## src/rtl/mcs4_pkg.sv

```systemverilog
// Shared MCS-4 bus types and I/O opcode constants used by the 4001/4002 responders
// and the instruction-phase tracker.
package mcs4;

  typedef logic [3:0] char_t;
  typedef logic [1:0] ram_reg_t;

  typedef enum logic [3:0] {
    WAIT = 4'd0,
    A1   = 4'd1,
    A2   = 4'd2,
    A3   = 4'd3,
    M1   = 4'd4,
    M2   = 4'd5,
    X1   = 4'd6,
    X2   = 4'd7,
    X3   = 4'd8
  } phase_t;

  localparam char_t OPR_IO  = 4'hE;

  localparam char_t OPA_WRM = 4'h0;
  localparam char_t OPA_WMP = 4'h1;
  localparam char_t OPA_WR0 = 4'h4;
  localparam char_t OPA_SBM = 4'h8;
  localparam char_t OPA_RDM = 4'h9;
  localparam char_t OPA_ADM = 4'hB;
  localparam char_t OPA_RD0 = 4'hC;

  // Opcodes that put a RAM or status character on the bus during X2.
  function automatic logic is_read_op(input char_t opa);
    return (opa == OPA_SBM) || (opa == OPA_RDM) || (opa == OPA_ADM) ||
           (opa[3:2] == OPA_RD0[3:2]);
  endfunction

  function automatic logic is_status_wr(input char_t opa);
    return opa[3:2] == OPA_WR0[3:2];
  endfunction

endpackage

```

## src/rtl/mcs4_phase_tracker.sv

```systemverilog
// Follows the 8-phase MCS-4 instruction cycle from sync; shared by the ROM/RAM
// responders and bus monitors. The current phase is the registered output.
module mcs4_phase_tracker
  import mcs4::*;
(
  input  logic   clk,
  input  logic   rst,
  input  logic   clken_2,
  input  logic   sync,
  output phase_t phase
);

  phase_t r_phase;

  always_ff @(posedge clk or negedge rst) begin
    if (!rst) begin
      r_phase <= WAIT;
    end else if (clken_2) begin
      if (sync) begin
        r_phase <= A1;
      end else begin
        case (r_phase)
          WAIT:    r_phase <= WAIT;
          A1:      r_phase <= A2;
          A2:      r_phase <= A3;
          A3:      r_phase <= M1;
          M1:      r_phase <= M2;
          M2:      r_phase <= X1;
          X1:      r_phase <= X2;
          X2:      r_phase <= X3;
          X3:      r_phase <= X3;  // a late sync holds the cycle in X3
          default: r_phase <= WAIT;
        endcase
      end
    end
  end

  assign phase = r_phase;

endmodule

```

## src/rtl/i4002.sv

```systemverilog
// MCS-4 4002 data RAM and output port: answers cm_ram for SRC selection and the
// OPR=E I/O group. Status characters exist only when MCS4_RAM_STATUS_EN is defined.
//
// Bus handshake: dbus_en is the valid for dbus_out. It rises on the first clken_1
// of X2 after a read was armed at the end of X1, and drops with dbus_out on the
// clken_2 that ends X2. There is no ready; the top level muxes the bus on dbus_en.
module i4002
  import mcs4::*;
#(
  parameter logic [1:0] CHIP_ID = 2'd0
)
(
  input  logic   clk,
  input  logic   rst,
  input  logic   clken_1,
  input  logic   clken_2,
  input  logic   sync,
  input  logic   cm_ram,
  input  char_t  dbus_in,
  output char_t  dbus_out,
  output logic   dbus_en,
  output char_t  io_out,
  output phase_t o_phase
);

  phase_t   w_phase;
  logic     w_early_sync;
  logic     w_exec;
  logic     w_x2_commit;
  char_t    w_main_rd;
  char_t    w_stat_rd;
  char_t    w_rd_data;

  char_t    r_opr;
  char_t    r_opa;
  logic     r_io_pend;
  logic     r_src_pend;
  logic     r_sel;
  ram_reg_t r_reg_q;
  char_t    r_chr_q;
  logic     r_rd_arm;
  char_t    r_dbus_out;
  logic     r_dbus_en;
  char_t    r_io_out;

  char_t    r_ram [4][16];

  mcs4_phase_tracker u_phase (
    .clk     (clk),
    .rst     (rst),
    .clken_2 (clken_2),
    .sync    (sync),
    .phase   (w_phase)
  );

  // sync outside X3 restarts the cycle; nothing from the aborted instruction runs.
  assign w_early_sync = clken_2 && sync && (w_phase != X3);
  assign w_exec       = r_io_pend && r_sel;
  assign w_x2_commit  = clken_2 && !w_early_sync && (w_phase == X2) && w_exec;
  assign w_main_rd    = r_ram[r_reg_q][r_chr_q];
  assign w_rd_data    = (r_opa[3:2] == OPA_RD0[3:2]) ? w_stat_rd : w_main_rd;

  always_ff @(posedge clk) begin
    if (w_x2_commit && (r_opa == OPA_WRM)) begin
      r_ram[r_reg_q][r_chr_q] <= dbus_in;
    end
  end

`ifdef MCS4_RAM_STATUS_EN
  char_t r_stat [4][4];

  always_ff @(posedge clk) begin
    if (w_x2_commit && is_status_wr(r_opa)) begin
      r_stat[r_reg_q][r_opa[1:0]] <= dbus_in;
    end
  end

  assign w_stat_rd = r_stat[r_reg_q][r_opa[1:0]];
`else
  assign w_stat_rd = '0;
`endif

  always_ff @(posedge clk or negedge rst) begin
    if (!rst) begin
      r_opr      <= '0;
      r_opa      <= '0;
      r_io_pend  <= 1'b0;
      r_src_pend <= 1'b0;
      r_sel      <= 1'b0;
      r_reg_q    <= '0;
      r_chr_q    <= '0;
      r_rd_arm   <= 1'b0;
      r_dbus_out <= '0;
      r_dbus_en  <= 1'b0;
      r_io_out   <= '0;
    end else begin
      if (clken_1 && r_rd_arm) begin
        r_dbus_en <= 1'b1;
      end
      if (w_early_sync) begin
        r_io_pend  <= 1'b0;
        r_src_pend <= 1'b0;
        r_rd_arm   <= 1'b0;
        r_dbus_en  <= 1'b0;
        r_dbus_out <= '0;
      end else if (clken_2) begin
        case (w_phase)
          M1: r_opr <= dbus_in;
          M2: begin
            r_opa     <= dbus_in;
            r_io_pend <= cm_ram && (r_opr == OPR_IO);
          end
          X1: begin
            if (w_exec && is_read_op(r_opa)) begin
              r_dbus_out <= w_rd_data;
              r_rd_arm   <= 1'b1;
            end
          end
          X2: begin
            r_rd_arm   <= 1'b0;
            r_dbus_en  <= 1'b0;
            r_dbus_out <= '0;
            if (cm_ram && !r_io_pend) begin
              r_sel      <= (dbus_in[3:2] == CHIP_ID);
              r_reg_q    <= dbus_in[1:0];
              r_src_pend <= 1'b1;
            end
            if (w_exec && (r_opa == OPA_WMP)) begin
              r_io_out <= dbus_in;
            end
          end
          X3: begin
            r_io_pend <= 1'b0;
            if (r_src_pend) begin
              r_chr_q    <= dbus_in;
              r_src_pend <= 1'b0;
            end
          end
          default: ;
        endcase
      end
    end
  end

  assign dbus_out = r_dbus_out;
  assign dbus_en  = r_dbus_en;
  assign io_out   = r_io_out;
  assign o_phase  = w_phase;

endmodule
```

## config.mk

```make
export PLATFORM = sky130hd
export DESIGN_NAME = i4002
export DESIGN_NICKNAME = d
export VERILOG_FILES = /design/src/rtl/mcs4_pkg.sv /design/src/rtl/mcs4_phase_tracker.sv /design/src/rtl/i4002.sv
export SDC_FILE = /design/constraint.sdc
export NUM_CORES = 1
export LEC_CHECK = 0
export ABC_AREA = 1
export BUFFER_PORTS_ARGS = -buffer_cell sky130_fd_sc_hd__buf_2
export CORE_UTILIZATION = 60
export DETAILED_ROUTE_END_ITERATION = 12
export PLACE_DENSITY = 0.77
export SLEW_MARGIN = 5
export SYNTH_ARGS = -nofsm -noshare
export SYNTH_HDL_FRONTEND = slang
export SYNTH_SLANG_ARGS = --single-unit
```

## constraint.sdc

```tcl
create_clock -name clk -period 2.9 [get_ports clk]
set_input_delay 0 -clock clk [delete_from_list [all_inputs] [get_ports clk]]
set_output_delay 0 -clock clk [all_outputs]
set_load 0.005 [all_outputs]
```

* Word-level counts from Yosys, hierarchy flattened
Memory sizes are Yosys's and may differ from the RTL's. Cells that the tools add are included. W data, S select, Z words.
Storage, ports and cells: bits in registers 31, memory bits (writable) 256, output and inout port bits 13, bits in read-only memories 64, memories 2
Memory list:
- r_ram | words 4, bits a word 64, read ports 1, clocked after memory_dff 0, write ports 1, line i4002.sv:46 | char_t r_ram [4][16];
- (no name shown) | words 16, bits a word 4, read ports 1, clocked after memory_dff 0, write ports 0, line mcs4_phase_tracker.sv:22 | case (r_phase)
Cells by class: order comparisons 2, mux-type cells 28, reductions and logical operators 32, eq/ne operators 14, bitwise gates (word level) 2
Operator list (count):
- $mux W64 | 1
- $mux W4 | 8
- $eq A4 B4 Y1 const B | 5
- $bmux W4 S4 | 1
- $demux W4 S4 | 1
- $eq A4 B3 Y1 const B | 4
- $logic_and A1 B1 Y1 | 13
- $mux W1 | 13
- $reduce_and A3 Y1 | 4
- $reduce_and A4 Y1 | 3
- $reduce_bool A3 Y1 | 3
- $pmux W4 S2 | 1
- $pmux W1 S2 | 3
- $ge A5 B5 Y1 const B | 1
- $lt A5 B1 Y1 const B | 1
- $not A4 Y5 | 1
- $eq A4 B1 Y1 const B | 1
- $logic_not A4 Y1 | 1
- $ne A4 B4 Y1 const B | 1
- $logic_or A1 B1 Y1 | 3
- $ne A3 B2 Y1 const B | 1
- $ne A3 B3 Y1 const B | 1
- $eq A2 B2 Y1 const B | 1
- $logic_not A1 Y1 | 2
- 4 further kinds | 4

* Longest topological paths before layout
depth in word-level cells 9, mapped depth 16

* By module
A second synthesis with hierarchy kept.
Unflattened totals: cells, all modules 1290, area total of the unflattened synthesis 12692.2 um^2
Modules (own cells, without submodules):
- i4002 | cells an instance 1257, area an instance 12434.4 um^2, instances 1
- mcs4_phase_tracker | cells an instance 33, area an instance 257.7 um^2, instances 1

* Worst setup path before layout
OpenSTA, ideal clock, no wires.
kind register to register, start register u_phase.r_phase[0], in the netlist u_phase.phase[0], end memory r_ram[0][20] (netlist bit), enable pin, library setup time 329 ps, arrival time 1828 ps, cell stages (with the launch flop) 13, clock period less this slack 2157 ps, buffers on the path 0, setup slack 743 ps, cell sequence dfrtp_1 -> inv_1 -> ha_1 -> nand3_2 -> inv_2 -> nor2_1 -> nor2_2 -> nand2_1 -> nor2_2 -> nand2_2 -> nor3_2 -> nand2_1 -> nor2_1
On the way: word-level cells in the longest chain between the ends 9, elaborated cells between the ends (all ways) 10
Ends and longest elaborated chain:
- start, declared | line mcs4_phase_tracker.sv:13 | phase_t r_phase;
- start signal, assigned | line mcs4_phase_tracker.sv:17 | r_phase <= WAIT;
- start signal, assigned | line mcs4_phase_tracker.sv:20 | r_phase <= A1;
- start signal, assigned | line mcs4_phase_tracker.sv:23 | WAIT: r_phase <= WAIT;
- $ne A4 B4 Y1 | line i4002.sv:57 | assign w_early_sync = clken_2 && sync && (w_phase != X3);
- $logic_and A1 B1 Y1 | line i4002.sv:57
- $logic_not A1 Y1 | line i4002.sv:59 | assign w_x2_commit = clken_2 && !w_early_sync && (w_phase == X2) && w_exec;
- $logic_and A1 B1 Y1 | line i4002.sv:59
- $logic_and A1 B1 Y1 (*) (2 in a row) | line i4002.sv:59
- $logic_and A1 B1 Y1 (*) | line i4002.sv:64 | if (w_x2_commit && (r_opa == OPA_WRM)) begin
- $mux W1 (*) | line i4002.sv:64
- $mux W64 (implied by the code) (*) | line i4002.sv:65 | r_ram[r_reg_q][r_chr_q] <= dbus_in;
- end, declared | line i4002.sv:46
Mark *: on every way between the ends. The rest lies on a longest branch, timed or not.

* Final worst setup path
start register u_phase.r_phase[0], in the netlist u_phase.phase[0], end memory r_ram[3][53] (netlist bit), enable pin
The elaborated chain is that of the path after synthesis.

==> results.md <==
* Worst skew pair latency at 0.55 ns
* Area contributors post-synth: edfxtp_1 (62%), nand2_1 (22%), dfrtp_1 (6.2%)
* Syn. warnings at 0
* Max-Cap Viols at 0
* R2r startpoint: u_phase.phase[0]$_DFFE_PN0P_
* First-pass GRT wire length at 42900 µm
* DR WL/cell at 16.8 µm
* Final ANT Viol Nets at 0
* Crit share post-route at 96.6%
* Fin. max-slew vios at 0
* FF-to-FF End: r_ram[3][53]$_DFFE_PP_
* Final setup violation count at 0
* DR vias at 8598
* CTS clk-pin slew, worst paths at 0.06 ns
* Critical-path maximum fanout at 6
* Syn Area/Cell at roughly 9.7 µm²
* Met2 routed WL at about 13000 µm
* Leakage at a little under 6 nW
* Top Family by Delay on Critical Path: simple AND/OR/NAND/NOR gates
* PwrDens at 676 mW/mm²
* Most frequent cells in the layout: nand2_1 (731), edfxtp_1 (256), nor2_1 (87)
* R2R Setup Slk at 0.1 ns
* Layout area overhead at 12.8%
* Cell taking the most area after synthesis: edfxtp_1
* # DRC at 0
* Slowest stage delay, CP at 0.44 ns
* Met1 wire length at 11000 µm
* Initial Util at 61.4%
* IO Pins at 23
* Post-synthesis sequential area ratio at roughly two thirds
* Largest net degree at the start of global routing at 131
* Status: finished clean
* Clock sinks at 287
* FP Rows at 52
* VDD IR max at 579 µV
* WL final at approximately 27000 µm
* Cts bufs inserted at 29
* Min Tclk post-route at 2.80 ns
* Hold Vio Cnt, Final at 0
* Synthesized instance count at 1290
* DR top layer: met4
* Slowest stage cell on the critical path: dfrtp_1
* Crit path DAT at 3.01 ns
* Clk root buf: clkbuf_16
* Core Area at 0.0203 mm²
* Starting DRT DRC Count at 775
* Setup crit end kind: flop
* Die Area at between 0.02 and 0.025 mm²
* Commonest non-fill, non-tap cell in the layout: nand2_1
* Gr usage total at 26.1%
* Worst Skew at around 0.018 ns
* DP Wirelength at 16700 µm
* Worst R2R Path Depth at 12
* Width of the die at 146 µm
* Req. time, crit path at just over 3 ns
* RD Place Congestion at 0.835
* Max-slew headroom at between 20% and 30%
* Met3 routed WL at 2100 µm
* Startpoint Class: flop
* Share of layout cells above drive strength 1 at 10.2%
* Post-CTS Setup Inserts at 0
* Yosys reg bits at 287
* Achievable Freq at 0.357 GHz
* Vias per cell at 5.33
* Gr ovfl total at 0
* Placed Cells at 1549
* Placed cell area at 0.0129 mm²
* Layout Cells excl Fill at 1612
* Unique masters post-synth at 27
* CTS H-tree lvls at 1
* Number of global-route vias before repair at 8400
* Min-delay worst type: input port to asynchronous set/reset pin
* Crit Path Class: flop to flop
* CP Buf/Inv Count at 2
* Netlist Area Pre-Place at 0.0125 mm²
* Yosys top cell area share at 61.7%
* CTS tree: built
* Filler Cell Count at 1475
* Worst-margin pin slew at 1.17 ns
* Die Span Y at 146 µm
* Design area at 0.0141 mm²
* Input/output buffers at 22
* Syn Nets at 1305
* Critical-path cell list: inv_1 > ha_1 > nand3_2 > inv_2 > nor2_1 > nor2_2 > nand2_1 > nor2_2 > nand2_2 > nor3_2 > nand2_1 > nor2_1
* First-pass DRT Iterations at 5
* Initial antenna violation count at 0
* # diodes at 0
* Unrepaired setup endpoints after global routing: yes
* Post-layout nets at 1335
* Power Total at 9.51 mW
* Deepest clock path buffer count at 3
## synthesized netlist by cell type
master    instances
nand2_1         731
a31oi_1           1
buf_4             4
edfxtp_1        256
buf_1             2
nand2_2           1
o22ai_1           1
inv_1            28
o31ai_1           2
nor3_4            2
nor3_2            1
ha_1              5
o221ai_1          1
nand3_2           1
clkbuf_1         19
o21ai_0          23
a21oi_1           4
buf_2            29
nand3_1          16
nor2_1          117
inv_2             5
o211ai_1          1
dfrtp_1          31
nor3_1            2
nor2_4            1
nor2_2            4
nand4_1           2
## per-layer routing
layer,vias up,track usage (%)
li1,4215,-
met1,4000,34.9
met2,324,43.9
met3,59,3.94
met4,0,9.48
met5,-,0
## stage by stage
stage	util (%)	worst slack [ns]	setup TNS [ns]	hold slack, ns
6_report	69.3	0.0974	0	0.0760
3_5_place_dp	63.7	0.167	0	0.0906
2_1_floorplan	-	0.743	0	-0.296
3_3_place_gp	63.7	0.265	0	0.0787
5_1_grt	69.3	-0.0794	-2.22	0.103
4_1_cts	68.9	0.0882	0	0.0460
## repair_timing
item / 4_1_cts / 5_1_grt
hold buffers: 10 / 0
resized for setup: 0 / 30
endpoints found under the setup margin: 0 / 154
hold endpoints to repair: 96 / 0
## area by class of cell
class,instances,area [µm²],area share (%)
Inverter,33,125,0.890
Clock inverter,18,175,1.25
Sequential cell,287,8470,60.2
Tap cell,270,338,2.40
Timing Repair Buffer,53,468,3.33
Clock buffer,35,790,5.61
Multi-Input combinational cell,916,3700,26.3
## where the power goes
group / switching, mW / internal (mW)
sequential: 0.0739 / 4.58
combinational: 0.789 / 0.349
clock: 1.51 / 2.20
total: 2.37 / 7.14
## registers in the layout, indices dropped and copies added, names as in the netlist
name,flops
r_ram,256
dbus_out,4
io_out,4
r_chr_q,4
r_opa,4
r_opr,4
u_phase.phase,4
r_reg_q,2
dbus_en,1
r_io_pend,1
r_rd_arm,1
r_sel,1
r_src_pend,1
## worst reg2reg max path, delay by kind of cell (launching register included)
family / cells / cell delay [ns]
buffers and inverters: 2 / 0.21
adder cells (fa/ha/maj): 1 / 0.20
AND/OR/NAND/NOR: 9 / 1.59
flip-flops: 1 / 0.44
## cell families after synthesis
kind of cell	share of synthesized area (%)
buffers and inverters	3.03
AO/OA/AOI/OAI	1.44
adder cells (fa/ha/maj)	0.502
flip-flops	67.9
AND/OR/NAND/NOR	27.1
## worst max-delay path by stage
stage                                 startpoint                     end  slack, ns  cells past startpoint
floorplan           u_phase.phase[0]$_DFFE_PN0P_  r_ram[0][20]$_DFFE_PP_       0.74                     12
global placement    u_phase.phase[0]$_DFFE_PN0P_  r_ram[0][50]$_DFFE_PP_       0.27                     12
detailed placement  u_phase.phase[0]$_DFFE_PN0P_  r_ram[0][16]$_DFFE_PP_       0.17                     12
CTS                 u_phase.phase[0]$_DFFE_PN0P_  r_ram[0][18]$_DFFE_PP_       0.09                     12
global route        u_phase.phase[0]$_DFFE_PN0P_  r_ram[2][55]$_DFFE_PP_      -0.08                     12
finish              u_phase.phase[0]$_DFFE_PN0P_  r_ram[3][53]$_DFFE_PP_        0.1                     12
Power figures use the tool's default switching activity.
